## src/rtl/sev_seg_scan.sv

```systemverilog
// sev_seg_scan
//   Multi-digit scan driver feeding a combinational seven-segment decoder.
//   A packed hex value arrives over valid/ready and is double-buffered; the
//   digits are then time-multiplexed onto one 4-bit nibble output with
//   active-low digit enables, dead time between digits and optional
//   leading-zero blanking. New values take effect only at frame boundaries.
//
// Parameters
//   DIGITS   number of digits scanned (2..8), digit 0 least significant
//   PRESCALE clock cycles each digit is lit (>= 2)
//   DEAD     clock cycles with all digits off between digits (>= 1)
//
// Ports
//   clk         system clock, rising edge
//   rst_n       synchronous active-low reset
//   load_valid  load_data valid this cycle
//   load_ready  block can accept load_data
//   load_data   packed nibbles, bits [4i+3:4i] are digit i
//   blank_lz    leading-zero blanking enable, sampled every cycle
//   nibble      current digit value to the decoder (bit 0 -> A20)
//   dig_en_n    active-low one-hot digit enable, all ones = dark
module sev_seg_scan #(
  parameter int DIGITS   = 4,
  parameter int PRESCALE = 1024,
  parameter int DEAD     = 16
) (
  input  logic                  clk,
  input  logic                  rst_n,
  input  logic                  load_valid,
  output logic                  load_ready,
  input  logic [4*DIGITS-1:0]   load_data,
  input  logic                  blank_lz,
  output logic [3:0]            nibble,
  output logic [DIGITS-1:0]     dig_en_n
);

  localparam int CNT_MAX = (PRESCALE > DEAD) ? PRESCALE : DEAD;
  localparam int CNT_W   = $clog2(CNT_MAX);
  localparam int DIG_W   = $clog2(DIGITS);

  typedef enum logic [1:0] {
    ST_OFF  = 2'd0,
    ST_SHOW = 2'd1,
    ST_DEAD = 2'd2
  } state_t;

  state_t                state_r, state_next_s;
  logic [DIG_W-1:0]      digit_r, digit_next_s;
  logic [CNT_W-1:0]      cnt_r, cnt_next_s;
  logic [4*DIGITS-1:0]   active_r, active_next_s;
  logic [4*DIGITS-1:0]   pending_r, pending_next_s;
  logic                  pend_full_r, pend_full_next_s;
  logic [3:0]            nibble_r, nibble_next_s;
  logic [DIGITS-1:0]     dig_en_n_r, dig_en_n_next_s;
  logic                  load_ready_r, load_ready_next_s;
  logic                  accept_s;
  logic                  show_end_s;
  logic                  dead_end_s;
  logic                  last_digit_s;

  // Select nibble 'dig' out of a packed value.
  function automatic logic [3:0] nibble_sel(input logic [4*DIGITS-1:0] value,
                                            input logic [DIG_W-1:0]    dig);
    logic [3:0] res;
    res = 4'h0;
    for (int i = 0; i < DIGITS; i++) begin
      res = res | (value[4*i +: 4] & {4{DIG_W'(i) == dig}});
    end
    return res;
  endfunction

  // Digit i>0 is blanked when it and every more significant nibble are zero.
  function automatic logic is_blanked(input logic [4*DIGITS-1:0] value,
                                      input logic [DIG_W-1:0]    dig,
                                      input logic                lz_en);
    logic upper_zero;
    upper_zero = 1'b1;
    for (int i = 0; i < DIGITS; i++) begin
      upper_zero = upper_zero &
                   ~((DIG_W'(i) >= dig) && (value[4*i +: 4] != 4'h0));
    end
    return lz_en && (dig != {DIG_W{1'b0}}) && upper_zero;
  endfunction

  // Active-low one-hot enable for digit 'dig'.
  function automatic logic [DIGITS-1:0] dig_onehot_n(input logic [DIG_W-1:0] dig);
    logic [DIGITS-1:0] res;
    res = {DIGITS{1'b1}};
    for (int i = 0; i < DIGITS; i++) begin
      res[i] = ~(DIG_W'(i) == dig);
    end
    return res;
  endfunction

  assign accept_s     = load_valid & load_ready_r;
  assign show_end_s   = (cnt_r == CNT_W'(PRESCALE - 1));
  assign dead_end_s   = (cnt_r == CNT_W'(DEAD - 1));
  assign last_digit_s = (digit_r == DIG_W'(DIGITS - 1));

  // Next-state, buffer and registered-output computation.
  always_comb begin
    state_next_s      = state_r;
    digit_next_s      = digit_r;
    cnt_next_s        = cnt_r;
    active_next_s     = active_r;
    pending_next_s    = pending_r;
    pend_full_next_s  = pend_full_r;
    nibble_next_s     = nibble_r;
    dig_en_n_next_s   = {DIGITS{1'b1}};
    load_ready_next_s = 1'b1;

    case (state_r)
      ST_OFF: begin
        if (accept_s) begin
          active_next_s = load_data;
          state_next_s  = ST_SHOW;
          digit_next_s  = {DIG_W{1'b0}};
          cnt_next_s    = {CNT_W{1'b0}};
        end else begin
          state_next_s  = ST_OFF;
        end
      end
      ST_SHOW: begin
        if (show_end_s) begin
          state_next_s = ST_DEAD;
          cnt_next_s   = {CNT_W{1'b0}};
        end else begin
          cnt_next_s   = cnt_r + CNT_W'(1);
        end
        if (accept_s) begin
          pending_next_s   = load_data;
          pend_full_next_s = 1'b1;
        end else begin
          pend_full_next_s = pend_full_r;
        end
      end
      ST_DEAD: begin
        if (dead_end_s) begin
          state_next_s = ST_SHOW;
          cnt_next_s   = {CNT_W{1'b0}};
          digit_next_s = last_digit_s ? {DIG_W{1'b0}} : digit_r + DIG_W'(1);
        end else begin
          cnt_next_s   = cnt_r + CNT_W'(1);
        end
        // On the frame-wrap edge a full shadow wins; otherwise a load
        // arriving on that very edge is applied directly.
        if (dead_end_s && last_digit_s) begin
          if (pend_full_r) begin
            active_next_s    = pending_r;
            pend_full_next_s = 1'b0;
          end else if (accept_s) begin
            active_next_s    = load_data;
          end else begin
            active_next_s    = active_r;
          end
        end else if (accept_s) begin
          pending_next_s   = load_data;
          pend_full_next_s = 1'b1;
        end else begin
          pend_full_next_s = pend_full_r;
        end
      end
      default: begin
        state_next_s     = ST_OFF;
        pend_full_next_s = 1'b0;
      end
    endcase

    // Outputs are derived from next-state values and registered, so the
    // ports never see a combinational path from any input.
    case (state_next_s)
      ST_SHOW: begin
        nibble_next_s = nibble_sel(active_next_s, digit_next_s);
        if (is_blanked(active_next_s, digit_next_s, blank_lz)) begin
          dig_en_n_next_s = {DIGITS{1'b1}};
        end else begin
          dig_en_n_next_s = dig_onehot_n(digit_next_s);
        end
      end
      ST_DEAD: begin
        nibble_next_s   = nibble_r;
        dig_en_n_next_s = {DIGITS{1'b1}};
      end
      default: begin
        nibble_next_s   = 4'h0;
        dig_en_n_next_s = {DIGITS{1'b1}};
      end
    endcase
    load_ready_next_s = (state_next_s == ST_OFF) ? 1'b1 : ~pend_full_next_s;
  end

  // State, buffer and output registers with synchronous reset.
  always_ff @(posedge clk) begin
    if (!rst_n) begin
      state_r      <= ST_OFF;
      digit_r      <= {DIG_W{1'b0}};
      cnt_r        <= {CNT_W{1'b0}};
      active_r     <= {(4*DIGITS){1'b0}};
      pending_r    <= {(4*DIGITS){1'b0}};
      pend_full_r  <= 1'b0;
      nibble_r     <= 4'h0;
      dig_en_n_r   <= {DIGITS{1'b1}};
      load_ready_r <= 1'b1;
    end else begin
      state_r      <= state_next_s;
      digit_r      <= digit_next_s;
      cnt_r        <= cnt_next_s;
      active_r     <= active_next_s;
      pending_r    <= pending_next_s;
      pend_full_r  <= pend_full_next_s;
      nibble_r     <= nibble_next_s;
      dig_en_n_r   <= dig_en_n_next_s;
      load_ready_r <= load_ready_next_s;
    end
  end

  assign nibble     = nibble_r;
  assign dig_en_n   = dig_en_n_r;
  assign load_ready = load_ready_r;

endmodule

```

## config.mk

```make
export PLATFORM = sky130hd
export DESIGN_NAME = sev_seg_scan
export DESIGN_NICKNAME = d
export VERILOG_FILES = /design/src/rtl/sev_seg_scan.sv
export SDC_FILE = /design/constraint.sdc
export NUM_CORES = 1
export LEC_CHECK = 0
export ABC_AREA = 1
export BUFFER_PORTS_ARGS = -buffer_cell sky130_fd_sc_hd__buf_2
export CAP_MARGIN = 40
export CORE_MARGIN = 1
export CORE_UTILIZATION = 64
export CTS_CLUSTER_DIAMETER = 40
export CTS_CLUSTER_SIZE = 12
export DETAILED_ROUTE_END_ITERATION = 8
export PLACE_DENSITY = 0.86
export SYNTH_ARGS = -nofsm -noshare
export SYNTH_HDL_FRONTEND = slang
export SYNTH_SLANG_ARGS = --single-unit
export TNS_END_PERCENT = 20
```

## constraint.sdc

```tcl
create_clock -name clk -period 3.2 [get_ports clk]
set_clock_uncertainty 0.2 [all_clocks]
set_input_delay 0.64 -clock clk [delete_from_list [all_inputs] [get_ports clk]]
set_output_delay 0.64 -clock clk [all_outputs]
set_load 0.02 [all_outputs]
```

==> flow_metrics.py <==
metrics = {
    "run_status": {
        "status": "completed",
    },
    "floorplanning": {
        "die_w_um": 74.4,
        "dieHeight_um": 74.4,
        "rows": 25,
        "initial_core_util": 0.688,
        "die-area_mm2": 0.00554,
        "io_pins": 29,
        "core_mm2": 0.00488,
    },
    "detailed_routing": {
        "vias": 3349,
        "drt-pass1-iter-count": 6,
        "drt-initial-drc-count": 357,
        "postRouteAntennaNets": 0,
        "routed_wl_mm": 8.42,
        "drt-wirelength-per-cell_um": 14.3,
        "drc": 0,
        "vias_per_cell": 5.68,
    },
    "grt": {
        "grt_overflow": 0,
        "grt_max_degree": 27,
        "grt_pass1_wl_mm": 13.7,
        "grt_pass1_vias": 2994,
        "antenna_found_initial": 0,
        "grtUsageTotal": 0.325,
    },
    "timing": {
        "setup_viol": 0,
        "setup_tns_ns": 0,
        "slew_headroom": 0.559,
        "worst_slack_ns": 0.417,
        "max_freq_ghz": 0.359,
        "rsz0062_at_grt": "false",
        "hold_viol": 0,
        "worst_slew_pin_slew_ns": 0.661,
        "min_period_over_period": 0.870,
        "whs_ns": 0.258,
        "period_needed_ns": 2.78,
        "slew_viol_final": 0,
    },
    "pwr": {
        "finalPower_mw": 1.63,
        "ir_drop_v": 0.000280,
        "leakagePower_nw": 1.74,
        "powerDensity_mw_per_mm2": 442,
    },
    "worst_setup_path": {
        "critPathLaunchType": "flip-flop",
        "cp_cell_sequence": "inv_1 -> ha_1 -> nor2_4 -> a21oi_1 -> or2_1 -> nand2_2 -> inv_1 -> nor2_2 -> nand2_1 -> nand4_1 -> nand2_1 -> nand2_1",
        "cp_slowest_stage_delay_ns": 0.46,
        "r2r_setup_slack_ns": 0.42,
        "reg2reg_to": "nibble[3]",
        "end_kind": "flip-flop",
        "worstPathArrival_ns": 2.85,
        "cp.buffers_inverters": 2,
        "r2r_cells": 12,
        "slowest_stage": "nor2_4",
        "cp.required_ns": 3.26,
        "crit-reg2reg-launch": "state_r[0]",
        "critical_path.max_fanout": 18,
        "cp_top_family": "simple AND/OR/NAND/NOR gates",
        "crit_type": "reg -> reg",
        "critical_path.most_common_cell": "nand2_1",
    },
    "placed_design": {
        "hpwl_mm": 5.99,
        "io_buffers": 28,
        "placed_area_mm2": 0.00352,
        "dp_slack_ns": 0.491,
        "gp_congestion": 1.01,
        "place_inst": 582,
    },
    "clock_network": {
        "cts_setup_buffers": 0,
        "clock_latency_ns": 0.31,
        "clk_pin_slew_ns": 0.10,
        "cts_tree": "built",
        "cts_sinks": 56,
        "postCtsHoldBufs": 0,
        "ctsResizeCount": 0,
        "cts_buffers": 5,
        "cts_buffer_depth": 2,
        "htree_levels": 2,
        "root_buffer": "clkbuf_8",
    },
    "layout": {
        "nNetsFinal": 549,
        "mostFrequentLayoutCells": "nand2_1 (117), inv_1 (61), dfxtp_1 (56), nand3_1 (49), nor2_1 (42)",
        "final_util": 0.755,
        "area_growth_pct": 9.69,
        "final_cells": 590,
        "mostFrequentLayoutCell": "nand2_1",
        "n_antenna_cell": 0,
        "fill_cells": 396,
        "fin_area_mm2": 0.00368,
        "final_layout_size_suffix_gt1_frac": 0.166,
    },
    "yosys": {
        "yosysSeqAreaShare": 0.334,
        "synth_nets": 525,
        "async_reset_ff_frac": 0,
        "ys_seq_elements": 56,
        "yosys.area.top_type": "dfxtp_1",
        "synth_cell_type_count": 43,
        "synth_edf_count": 0,
        "synth_ff_type": "dfxtp_1",
        "ys_top_cells_by_area": "dfxtp_1 (33%), nand2_1 (13%), nand3_1 (7.3%)",
        "synth_area_mm2": 0.00336,
        "yosysWarnings": 0,
        "netlist_instances": 498,
        "syn_area_per_cell_um2": 6.74,
        "synth_top_area_share": 0.334,
    },
    "min_path": {
        "hold_depth": 2,
        "holdCritStartpoint": "pending_r[10]",
        "hold_end": "pending_r[10]",
        "min_path_type": "reg -> reg",
    },
    "run": {
        "cap_violations": 0,
    },
}
[report_power, final]
part           leakage (nW)  switching, mW  internal (mW)
Clock                0.0784          0.235          0.391
Sequential            0.457         0.0200          0.728
Combinational          1.21          0.167         0.0855
Total                  1.74          0.423           1.20
[metal layers]
| metal | share of wire | vias to the layer above | track usage |
|---|---|---|---|
| li1 | - | 1664 | - |
| met1 | 0.43 | 1497 | 0.416 |
| met2 | 0.46 | 170 | 0.544 |
| met3 | 0.090 | 18 | 0.0664 |
| met4 | 0.019 | 0 | 0.111 |
| met5 | 0 | - | 0 |
[cells by family after synthesis]
| group | count (synthesis) | synth area share |
|---|---|---|
| AOI/OAI and AO/OA | 86 | 0.151 |
| buffers and inverters | 85 | 0.107 |
| xor gates and xnor gates | 5 | 0.0130 |
| muxes | 2 | 0.00596 |
| and+or+nand+nor | 257 | 0.363 |
| adders and majority gates | 7 | 0.0261 |
| DFF | 56 | 0.334 |
[worst max path at each step]
stage	endpoint	cells after the start	slack, ns	startpoint
after floorplan	nibble[3]	12	1.11	state_r[0]
after global placement	nibble[0]	12	0.60	state_r[0]
after detailed placement	nibble[2]	12	0.49	state_r[0]
after CTS	nibble[3]	12	0.45	state_r[0]
after global routing	nibble[0]	12	0.27	state_r[0]
final	nibble[3]	12	0.42	state_r[0]
[Yosys cell counts, types with 4 or more instances]
cell        n
inv_2       5
o211ai_1    7
o21ai_0    27
nor2_2      8
nand2_2     5
nand4_1     6
buf_6       4
a21oi_1    30
nand3_2    12
ha_1        7
o21ai_1     4
xor2_1      5
a22oi_1     6
nor2_1     42
dfxtp_1    56
nand3_1    49
a31oi_1     4
buf_2       4
nand2_1   117
nor3_1      5
inv_1      61
or2_2       4
clkbuf_1    7
[cell type report]
| cell class | instances | area (um2) | area share |
|---|---|---|---|
| multi-input combinational | 357 | 1880 | 0.510 |
| clock inverter | 3 | 90.1 | 0.0245 |
| sequential | 56 | 1120 | 0.304 |
| tap | 67 | 83.8 | 0.0228 |
| inverter | 68 | 256 | 0.0697 |
| clock buffer | 5 | 68.8 | 0.0187 |
| timing repair buffer | 34 | 185 | 0.0503 |
[flip-flops by register name, summed over array words and instances, names as in the netlist]
name	flops
dig_en_n	4
pending_r	16
load_ready	1
pend_full_r	1
nibble	4
active_r	16
digit_r	2
cnt_r	10
state_r	2
[worst reg2reg max path: stages (launching register included)]
cell and delay [ns]:
dfxtp_1 0.45, inv_1 0.10, ha_1 0.44, nor2_4 0.46
a21oi_1 0.13, or2_1 0.26, nand2_2 0.12, inv_1 0.09
nor2_2 0.20, nand2_1 0.07, nand4_1 0.09, nand2_1 0.06
nand2_1 0.07
Note: power is estimated with default switching activity, not from simulation.
